--- config.mk ---
export PLATFORM = sky130hd
export DESIGN_NAME = ps2_mouse_grid_rx
export DESIGN_NICKNAME = d
export VERILOG_FILES = /design/src/rtl/ps2_mouse_grid_rx.sv
export SDC_FILE = /design/constraint.sdc
export NUM_CORES = 1
export LEC_CHECK = 0
export CAP_MARGIN = 15
export CORE_MARGIN = 2
export CORE_UTILIZATION = 30
export DETAILED_ROUTE_END_ITERATION = 12
export RECOVER_POWER = 25
export REMOVE_ABC_BUFFERS = 1
export SETUP_SLACK_MARGIN = 0.3
export SLEW_MARGIN = 25
export SYNTH_ARGS = -nofsm -noshare
export SYNTH_HDL_FRONTEND = slang
export SYNTH_SLANG_ARGS = --single-unit
export TNS_END_PERCENT = 30
--- constraint.sdc ---
create_clock -name CLOCK_50 -period 4.5 [get_ports CLOCK_50]
set_clock_uncertainty 0.15 [all_clocks]
set_input_delay 0.9 -clock CLOCK_50 [delete_from_list [all_inputs] [get_ports CLOCK_50]]
set_output_delay 0.9 -clock CLOCK_50 [all_outputs]
set_load 0.02 [all_outputs]
--- src/rtl/ps2_mouse_grid_rx.sv ---
// ============================================================================
// Module   : ps2_mouse_grid_rx
// Brief    : PS/2 mouse receiver that decodes 3-byte packets into a grid cell cursor.
// Revision : 1.0 - initial release
// ============================================================================
`default_nettype none

module ps2_mouse_grid_rx #(
    parameter int CELLS_X     = 128,
    parameter int CELLS_Y     = 96,
    parameter int CELL_TICKS  = 10,
    parameter int HYSTERESIS  = 2,
    parameter int WRAP        = 0,
    parameter int INVERT_Y    = 1,
    parameter int TIMEOUT_CYC = 50000,
    parameter int ACC_W       = 12,
    localparam int X_W        = $clog2(CELLS_X),
    localparam int Y_W        = $clog2(CELLS_Y)
) (
    input  logic           CLOCK_50,
    input  logic           reset,
    input  logic           ps2_clk_i,
    input  logic           ps2_dat_i,
    input  logic           home,
    output logic           button_left,
    output logic           button_right,
    output logic           button_middle,
    output logic [X_W-1:0] cell_x,
    output logic [Y_W-1:0] cell_y,
    output logic           pkt_valid,
    output logic           frame_err
);

    localparam int TCNT_W = $clog2(TIMEOUT_CYC + 1);
    localparam int TH     = CELL_TICKS + HYSTERESIS;

    localparam logic signed [ACC_W-1:0] TH_S    = TH[ACC_W-1:0];
    localparam logic signed [ACC_W-1:0] NTH_S   = -TH_S;
    localparam logic signed [ACC_W-1:0] CT_S    = CELL_TICKS[ACC_W-1:0];
    localparam logic signed [ACC_W:0]   SAT_P   = (ACC_W+1)'((1 << (ACC_W - 1)) - 1);
    localparam logic signed [ACC_W:0]   SAT_N   = -SAT_P;
    localparam logic [X_W-1:0]          X_MAX   = X_W'(CELLS_X - 1);
    localparam logic [Y_W-1:0]          Y_MAX   = Y_W'(CELLS_Y - 1);
    localparam logic [TCNT_W-1:0]       TCNT_TO = TCNT_W'(TIMEOUT_CYC);

    typedef enum logic [1:0] {
        S_IDLE  = 2'd0,
        S_SHIFT = 2'd1,
        S_CHECK = 2'd2
    } state_t;

    state_t                   state_q, state_d;
    logic                     clk_s0_q, clk_s1_q, dat_s0_q, dat_s1_q;
    logic [3:0]               bitcnt_q, bitcnt_d;
    logic [9:0]               shreg_q, shreg_d;
    logic [TCNT_W-1:0]        tcnt_q, tcnt_d;
    logic [1:0]               idx_q, idx_d;
    logic [6:0]               hdr_q, hdr_d;
    logic [7:0]               dx_q, dx_d;
    logic [2:0]               btn_q, btn_d;
    logic signed [ACC_W-1:0]  acc_x_q, acc_x_d, acc_y_q, acc_y_d;
    logic [X_W-1:0]           cell_x_q, cell_x_d;
    logic [Y_W-1:0]           cell_y_q, cell_y_d;
    logic                     pkt_q, err_q;

    logic                     w_fall, w_byte_ok, w_frame_bad, w_latch;
    logic signed [ACC_W:0]    w_dx_ext, w_dy_raw, w_dy_ext;

    function automatic logic signed [ACC_W-1:0] sat_add(
        input logic signed [ACC_W-1:0] acc,
        input logic signed [ACC_W:0]   delta
    );
        logic signed [ACC_W:0] s;
        s = {acc[ACC_W-1], acc} + delta;
        if (s > SAT_P) s = SAT_P;
        else if (s < SAT_N) s = SAT_N;
        return s[ACC_W-1:0];
    endfunction

    assign w_fall = clk_s1_q & ~clk_s0_q;

    // Receive FSM: frame shift, timeout and parity/stop validation
    always_comb begin
        state_d     = state_q;
        bitcnt_d    = bitcnt_q;
        shreg_d     = shreg_q;
        tcnt_d      = tcnt_q;
        w_byte_ok   = 1'b0;
        w_frame_bad = 1'b0;
        case (state_q)
            S_IDLE: begin
                tcnt_d = '0;
                if (w_fall && !dat_s1_q) begin
                    state_d  = S_SHIFT;
                    bitcnt_d = 4'd0;
                end
            end
            S_SHIFT: begin
                if (w_fall) begin
                    shreg_d  = {dat_s1_q, shreg_q[9:1]};
                    bitcnt_d = bitcnt_q + 4'd1;
                    tcnt_d   = '0;
                    if (bitcnt_q == 4'd9) state_d = S_CHECK;
                end else if (tcnt_q == TCNT_TO) begin
                    w_frame_bad = 1'b1;
                    state_d     = S_IDLE;
                end else begin
                    tcnt_d = tcnt_q + TCNT_W'(1);
                end
            end
            S_CHECK: begin
                state_d = S_IDLE;
                if ((^shreg_q[8:0]) && shreg_q[9]) w_byte_ok   = 1'b1;
                else                               w_frame_bad = 1'b1;
            end
            default: state_d = S_IDLE;
        endcase
    end

    assign w_latch  = w_byte_ok && (idx_q == 2'd2);
    assign w_dx_ext = hdr_q[5] ? '0 : {{(ACC_W-8){hdr_q[3]}}, hdr_q[3], dx_q};
    assign w_dy_raw = {{(ACC_W-8){hdr_q[4]}}, hdr_q[4], shreg_q[7:0]};
    assign w_dy_ext = hdr_q[6] ? '0 : ((INVERT_Y != 0) ? -w_dy_raw : w_dy_raw);

    // Packet assembly, accumulators and cursor stepping
    always_comb begin
        idx_d    = idx_q;
        hdr_d    = hdr_q;
        dx_d     = dx_q;
        btn_d    = btn_q;
        acc_x_d  = acc_x_q;
        acc_y_d  = acc_y_q;
        cell_x_d = cell_x_q;
        cell_y_d = cell_y_q;

        if (w_frame_bad) begin
            idx_d = 2'd0;
        end else if (w_byte_ok) begin
            case (idx_q)
                2'd0: begin
                    // Header bit3 is always set; anything else is a misaligned byte
                    if (shreg_q[3]) begin
                        hdr_d = {shreg_q[7:4], shreg_q[2:0]};
                        idx_d = 2'd1;
                    end
                end
                2'd1: begin
                    dx_d  = shreg_q[7:0];
                    idx_d = 2'd2;
                end
                default: idx_d = 2'd0;
            endcase
        end

        if (w_latch) btn_d = hdr_q[2:0];

        if (home) begin
            acc_x_d  = '0;
            acc_y_d  = '0;
            cell_x_d = '0;
            cell_y_d = '0;
        end else if (w_latch) begin
            acc_x_d = sat_add(acc_x_q, w_dx_ext);
            acc_y_d = sat_add(acc_y_q, w_dy_ext);
        end else begin
            if (acc_x_q >= TH_S) begin
                acc_x_d  = acc_x_q - CT_S;
                cell_x_d = (cell_x_q == X_MAX) ? ((WRAP != 0) ? '0 : X_MAX) : cell_x_q + X_W'(1);
            end else if (acc_x_q <= NTH_S) begin
                acc_x_d  = acc_x_q + CT_S;
                cell_x_d = (cell_x_q == '0) ? ((WRAP != 0) ? X_MAX : '0) : cell_x_q - X_W'(1);
            end
            if (acc_y_q >= TH_S) begin
                acc_y_d  = acc_y_q - CT_S;
                cell_y_d = (cell_y_q == Y_MAX) ? ((WRAP != 0) ? '0 : Y_MAX) : cell_y_q + Y_W'(1);
            end else if (acc_y_q <= NTH_S) begin
                acc_y_d  = acc_y_q + CT_S;
                cell_y_d = (cell_y_q == '0) ? ((WRAP != 0) ? Y_MAX : '0) : cell_y_q - Y_W'(1);
            end
        end
    end

    always_ff @(posedge CLOCK_50) begin
        if (!reset) begin
            clk_s0_q <= 1'b1;
            clk_s1_q <= 1'b1;
            dat_s0_q <= 1'b1;
            dat_s1_q <= 1'b1;
            state_q  <= S_IDLE;
            bitcnt_q <= 4'd0;
            shreg_q  <= '0;
            tcnt_q   <= '0;
            idx_q    <= 2'd0;
            hdr_q    <= '0;
            dx_q     <= '0;
            btn_q    <= '0;
            acc_x_q  <= '0;
            acc_y_q  <= '0;
            cell_x_q <= '0;
            cell_y_q <= '0;
            pkt_q    <= 1'b0;
            err_q    <= 1'b0;
        end else begin
            clk_s0_q <= ps2_clk_i;
            clk_s1_q <= clk_s0_q;
            dat_s0_q <= ps2_dat_i;
            dat_s1_q <= dat_s0_q;
            state_q  <= state_d;
            bitcnt_q <= bitcnt_d;
            shreg_q  <= shreg_d;
            tcnt_q   <= tcnt_d;
            idx_q    <= idx_d;
            hdr_q    <= hdr_d;
            dx_q     <= dx_d;
            btn_q    <= btn_d;
            acc_x_q  <= acc_x_d;
            acc_y_q  <= acc_y_d;
            cell_x_q <= cell_x_d;
            cell_y_q <= cell_y_d;
            pkt_q    <= w_latch;
            err_q    <= w_frame_bad;
        end
    end

    assign button_left   = btn_q[0];
    assign button_right  = btn_q[1];
    assign button_middle = btn_q[2];
    assign cell_x        = cell_x_q;
    assign cell_y        = cell_y_q;
    assign pkt_valid     = pkt_q;
    assign frame_err     = err_q;

endmodule

`default_nettype wire

==> results of run 1 <==
==> state kept, by name, summed over array words and instances (netlist names), 3 cells and up <==
| name | cells |
|---|---|
| bitcnt_q | 4 |
| tcnt_q | 16 |
| dx_q | 8 |
| btn_q | 3 |
| acc_y_q | 12 |
| shreg_q | 10 |
| cell_x | 7 |
| hdr_q | 7 |
| cell_y | 7 |
| acc_x_q | 12 |
==> cells in the mapped netlist, types with 6 or more instances <==
library cell / n
a211oi_1: 14
ha_1: 57
o21ai_0: 57
mux2i_1: 21
or3_1: 6
xnor2_1: 34
nand3_1: 21
xor2_1: 24
nand2_1: 58
nor2b_1: 16
nor2_1: 118
nor4_1: 12
o21a_1: 11
a31oi_1: 9
dfxtp_1: 96
nand4_1: 14
a221oi_1: 9
inv_1: 35
nand2b_1: 14
a21o_1: 11
clkbuf_1: 21
a21oi_1: 71
nor3_1: 28
and3_1: 7
==> metal layers <==
metal / vias up / track usage, % / share of wire (%)
li1: 3146 / - / -
met1: 2787 / 17.85 / 50
met2: 70 / 22.20 / 47
met3: 12 / 2.201 / 2.6
met4: 0 / 2.866 / 0.95
met5: - / 0 / 0
==> power by group through the flow <==
stage	registers [mW]	logic (mW)	clock network, mW
after CTS	1.16	2.82	0.913
final	1.16	2.84	0.888
after global placement	1.18	2.78	0
after global routing	1.19	3.20	0.945
after detailed placement	1.18	2.81	0
after floorplan	1.16	2.16	0
==> layout make-up <==
cell class / count / area [um^2] / share of cell area, %
timing repair buffer: 29 / 271.5 / 3.508
clock buffer: 10 / 229.0 / 2.959
clock inverter: 6 / 116.4 / 1.504
multi-input combinational: 702 / 4705 / 60.79
inverter: 37 / 138.9 / 1.795
sequential: 96 / 1922 / 24.83
tap: 285 / 356.6 / 4.608
==> path summary, 6_finish.rpt <==
path                             end                    start  cells past startpoint  slack [ns]
max          acc_y_q[2]$_SDFFE_PP0P_  shreg_q[2]$_SDFFE_PN0P_                     15        0.62
min              dat_s1_q$_SDFF_PN1_      dat_s0_q$_SDFF_PN1_                      1        0.26
max reg2reg  acc_y_q[2]$_SDFFE_PP0P_  shreg_q[2]$_SDFFE_PN0P_                     15        0.62
min reg2reg      dat_s1_q$_SDFF_PN1_      dat_s0_q$_SDFF_PN1_                      1        0.26
==> kinds of logic after synthesis <==
group	after synthesis
simple gates	322
compound gates	235
flops	96
buf+inv	62
fa+ha+maj	62
xor+xnor	59
mux	24
==> per-stage QoR <==
step | instances | total power [mW]
2_1_floorplan | 835 | 3.322
3_3_place_gp | 1149 | 3.963
3_5_place_dp | 1149 | 3.989
4_1_cts | 1165 | 4.900
5_1_grt | 1165 | 5.333
6_report | 1165 | 4.890
==> flow_summary.yaml, run 1 <==
outcome:
  status: "complete, but fails checks"
  violations: "capacitance limit, slew limit"
clock_tree:
  ctsHoldBuffers: 0
  cts_sinks: 96
  root_buffer: "clkbuf_16"
  postCtsSetupBuffers: 0
  h-tree-depth: 3
  clk_pin_slew_ns: 0.07
  cts_tree: "yes"
  ctsResizeCount: 0
  cts_made_buffers: 9
  cts_buffer_depth: 2
  insertion_delay_ns: 0.35
logic_synthesis:
  synth_top_family_by_area: "simple AND/OR/NAND/NOR gates"
  synth_top_area_share_pct: 28.08
  synth_mux_area_share_pct: 3.565
  synth-xor-area-share_pct: 7.751
  synth_simple_gate_area_share_pct: 22.67
  synth-seq-cells: 96
  synthAdderAreaFrac_pct: 11.74
  syn_area_um2: 6844
  synth_area_leader_cell: "dfxtp_1"
  synth-async-reset-ratio_pct: 0
  netlist_top_cells_area: "dfxtp_1, ha_1, nor2_1, a21oi_1, xnor2_1"
  synth.distinct_cells: 71
  yosysSeqAreaShare_pct: 28.08
  avgSynthCellArea_um2: 7.958
  yosysWarningCount: 0
  ys.flop_type: "dfxtp_1"
  synth_cells: 860
  synth_compound_area_share_pct: 22.54
  synth_edf_count: 0
pwr:
  p_seq_share_pct: 23.8
  peakVddDrop_mv: 0.2239
  switching_share_pct: 44.65
  p_clk_share_pct: 18.2
  cellPowerDensity_nw_per_um2: 631.8
  p_sw_mw: 2.183
  combPwrFrac_pct: 58.0
  p_leak_nw: 3.196
  p_int_mw: 2.706
timing:
  setup_ws_ns: 0.6165
  worst_pin_slew_ns: 1.812
  final_max_slew_viol_count: 40
  slew_headroom_pct: -20.78
  hold_slack_ns: 0.2588
  rsz0062_at_grt: "false"
  fmax_mhz: 257.5
  final-setup-viol-count: 0
  finalCriticalPeriod_ns: 3.884
  finalCritPeriodShare_pct: 86.30
  finalHoldViolations: 0
  tns_ns: 0
global_route:
  grt_max_degree: 40
  grt_pass1_wl_um: 26680
  grt.total_usage_pct: 13.22
  grt_overflow_total: 0
  grt_pass1_vias: 5528
  antenna_found_initial: 0
critical_path:
  cp_slowest_cell: "a2111oi_4"
  crit_type: "reg2reg"
  crit_chain: "inv_1 > nand3_1 > or3_1 > nor3_2 > xnor2_1 > nor2_1 > ha_1 > and4_1 > nand2_1 > a21oi_1 > mux2i_1 > a2111oi_4 > nand2_2 > a311oi_1 > a211oi_1"
  crit_required_ns: 4.54
  cp-end-kind: "register"
  critPathMaxStageDelay_ns: 0.48
  crit_family: "simple AND/OR/NAND/NOR gates"
  worstSetupStartpointType: "register"
  worst-path-buf-inv: 1
  path_max_fanout: 10
  crit_arrival_ns: 3.93
cells_and_area:
  diodes: 0
  final_common_cell: "nor2_1"
  final_util_pct: 34.39
  n_fill_cell: 2342
  nNetsFinal: 941
  drive_above_1_share_pct: 5.795
  synthToLayoutAreaGrowth_pct: 13.07
  stdcell_area_um2: 7739
  final_cell_mix: "nor2_1, dfxtp_1, a21oi_1"
floorplanning:
  core_area_um2: 22500
  row_count: 55
  die-area_um2: 24040
  die_w_um: 155.0
  initial_utilization_pct: 30.41
  die_h_um: 155.0
  ios: 24
detailed_routing:
  wl_um: 15870
  route.detailed.drc: 0
  num_vias: 6015
  ant_nets: 0
  drtIter0Drc: 251
  first_pass_iters: 4
  via_per_inst: 5.163
  wl_per_cell_um: 13.62
placement:
  gp_congestion: 0.8103
  dp_slack_ns: 0.3315
  io_buffers: 23
  place_area_um2: 7370
  dp.final_hpwl_um: 11990
hold_path:
  min_path_type: "reg2reg"
job:
  max-cap-violations: 1
Power figures use the tool's default switching activity.
==> run 2, diff against run 1 <==
Settings changed: CAP_MARGIN 15 to 20.
==> results of run 2 <==
No change in the layout: final DEF, timing and power equal those of run 1.
==> run 3, diff against run 2 <==
Settings changed: CELL_PAD_IN_SITES_DETAIL_PLACEMENT set to 0, CELL_PAD_IN_SITES_GLOBAL_PLACEMENT set to 2, HOLD_SLACK_MARGIN set to 0.05, PLACE_DENSITY_LB_ADDON set to 0.1.
Clock period 4.5 ns to 3.61 ns, I/O delays scaled along.
==> flow_summary.yaml, run 3 (synthesis gave the netlist of run 1 again) <==
outcome:
  status: "complete, but fails checks"
  violations: "capacitance limit, slew limit"
floorplanning:
  row_count: 55
  die-area_um2: 24040
  ios: 24
  core_area_um2: 22500
  die_h_um: 155.0
  initial_utilization_pct: 30.41
  die_w_um: 155.0
clock_tree:
  clk_pin_slew_ns: 0.07
  h-tree-depth: 3
  cts_tree: "yes"
  insertion_delay_ns: 0.35
  root_buffer: "clkbuf_16"
  cts_sinks: 96
  cts_made_buffers: 9
  cts_buffer_depth: 2
hold_path:
  min_path_type: "reg2reg"
job:
  max-cap-violations: 1
cells_and_area:
  regArea_um2: 1927
  diodes: 0
  reg.largest.list: "tcnt_q x16, acc_x_q x12, acc_y_q x12"
  synthToLayoutAreaGrowth_pct: 19.65
  fin_cells: 1205
  largest_reg_flops: 16
  final_cell_mix: "nor2_1, dfxtp_1, a21oi_1, ha_1, nand2_1"
  n_fill_cell: 2314
  top_register: "tcnt_q"
  final_common_cell: "nor2_1"
  drive_above_1_share_pct: 13.26
  nNetsFinal: 981
  multi_input_area_um2: 4898
detailed_routing:
  met3_length_um: 353
  highest_layer: "met4"
  wl_met2_um: 9248
  via_per_inst: 5.237
  ant_nets: 0
  route.detailed.drc: 0
  drt-met1-wl_um: 9310
  first_pass_iters: 6
  wl_per_cell_um: 15.86
  drtIter0Drc: 289
  num_vias: 6311
  wl_um: 19120
timing:
  worst_pin_slew_ns: 1.801
  final_max_slew_viol_count: 40
  rsz0062_at_grt: "true"
  finalCritPeriodShare_pct: 96.83
  finalCriticalPeriod_ns: 3.496
  final-setup-viol-count: 0
  slew_headroom_pct: -20.09
  fmax_mhz: 286.1
  finalHoldViolations: 0
critical_path:
  reg2reg_slack_ns: 0.11
  crit_arrival_ns: 3.60
  crit_type: "reg2reg"
  crit_required_ns: 3.71
  worstSetupStartpointType: "register"
  cp-end-kind: "register"
  path_max_fanout: 5
global_route:
  grt_overflow_total: 0
  grt_pass1_vias: 6136
  grt.total_usage_pct: 15.96
  antenna_found_initial: 0
  grt_max_degree: 40
  grt_pass1_wl_um: 31060
placement:
  placed_cells: 1180
  dp.final_hpwl_um: 14420
  gp_congestion: 0.8459
  io_buffers: 23
pwr:
  finalPower_mw: 6.449
  cellPowerDensity_nw_per_um2: 787.5
  peakVddDrop_mv: 0.6834
  p_leak_nw: 3.427
## run 3: cell types whose count changed in the layout (fill, tap and decap cells not counted), moves of 3 or more
cell and change:
a211oi_1 -3, a211oi_2 +3, buf_4 +38, dfxtp_1 -4
dfxtp_2 +4, inv_1 -3, inv_2 +3, nor4_1 -4
nor4_2 +3, o21ai_0 -5, o21ai_1 +4, xnor2_1 -3
xnor2_2 +3
## run 3: metal layers
layer | global-route usage (%) | vias up
met2 | 27.24 | 57
met1 | 21.06 | 3013
met5 | 0 | -
met3 | 2.563 | 12
li1 | - | 3229
met4 | 3.968 | 0
## run 3: timing repair
| item | CTS | global route |
|---|---|---|
| pin swaps | 10 | 13 |
| resized for setup | 20 | 29 |
| endpoints found under the hold margin | 0 | 0 |
| cloned | 1 | 0 |
| hold buffers | 0 | 0 |
| setup buffers | 7 | 1 |
| endpoints found under the setup margin | 15 | 26 |
## run 3: worst max-delay path: stages, from the launching register on
cell and delay [ns]:
dfxtp_2 0.32, inv_2 0.06, nand3_2 0.09, or3_4 0.35, nor3_2 0.12, buf_4 0.15, xnor2_2 0.10, nor2_1 0.06
ha_1 0.30, and4_1 0.19, o21ai_1 0.08, o21ba_4 0.19, o41ai_4 0.34, xnor2_2 0.15, buf_4 0.18, nor2_4 0.16
buf_4 0.14, o31ai_2 0.05, a221oi_1 0.23
## run 3: worst paths after layout
check	start	to	depth (start not counted)
setup / recovery	shreg_q[2]$_SDFFE_PN0P_	acc_y_q[9]$_SDFFE_PP0P_	18
hold reg to reg	dat_s0_q$_SDFF_PN1_	dat_s1_q$_SDFF_PN1_	1
setup reg to reg	shreg_q[2]$_SDFFE_PN0P_	acc_y_q[9]$_SDFFE_PP0P_	18
hold / removal	dat_s0_q$_SDFF_PN1_	dat_s1_q$_SDFF_PN1_	1
## run 3: layout make-up
class | instances | area share, %
Clock inverter | 4 | 0.6264
Timing Repair Buffer | 68 | 6.845
Tap cell | 285 | 4.354
Inverter | 37 | 1.696
Clock buffer | 12 | 3.132
Multi-Input combinational cell | 703 | 59.82
Sequential cell | 96 | 23.53
## run 3: stage by stage
| step | hold slack (ns) | cell area [um^2] | setup slack [ns] | setup TNS [ns] | utilization, % |
|---|---|---|---|---|---|
| finish | 0.2637 | 8189 | 0.1144 | 0 | 36.39 |
| global route | 0.2957 | 8189 | -0.04959 | -0.1323 | 36.39 |
| CTS | 0.2680 | 8041 | 0.1758 | 0 | 35.74 |
| detailed placement | 0.2506 | 7602 | -0.008681 | -0.008681 | 33.78 |
| global placement | 0.2440 | 7602 | 0.05245 | 0 | 33.78 |
| floorplan | 0.2363 | 6733 | -0.2241 | -0.5983 | - |
## run 3: power by group
group	internal, mW	switching (mW)	total, mW
registers	1.20	0.258	1.46
logic	1.71	2.26	3.97
clock network	0.578	0.442	1.02
total	3.48	2.96	6.45
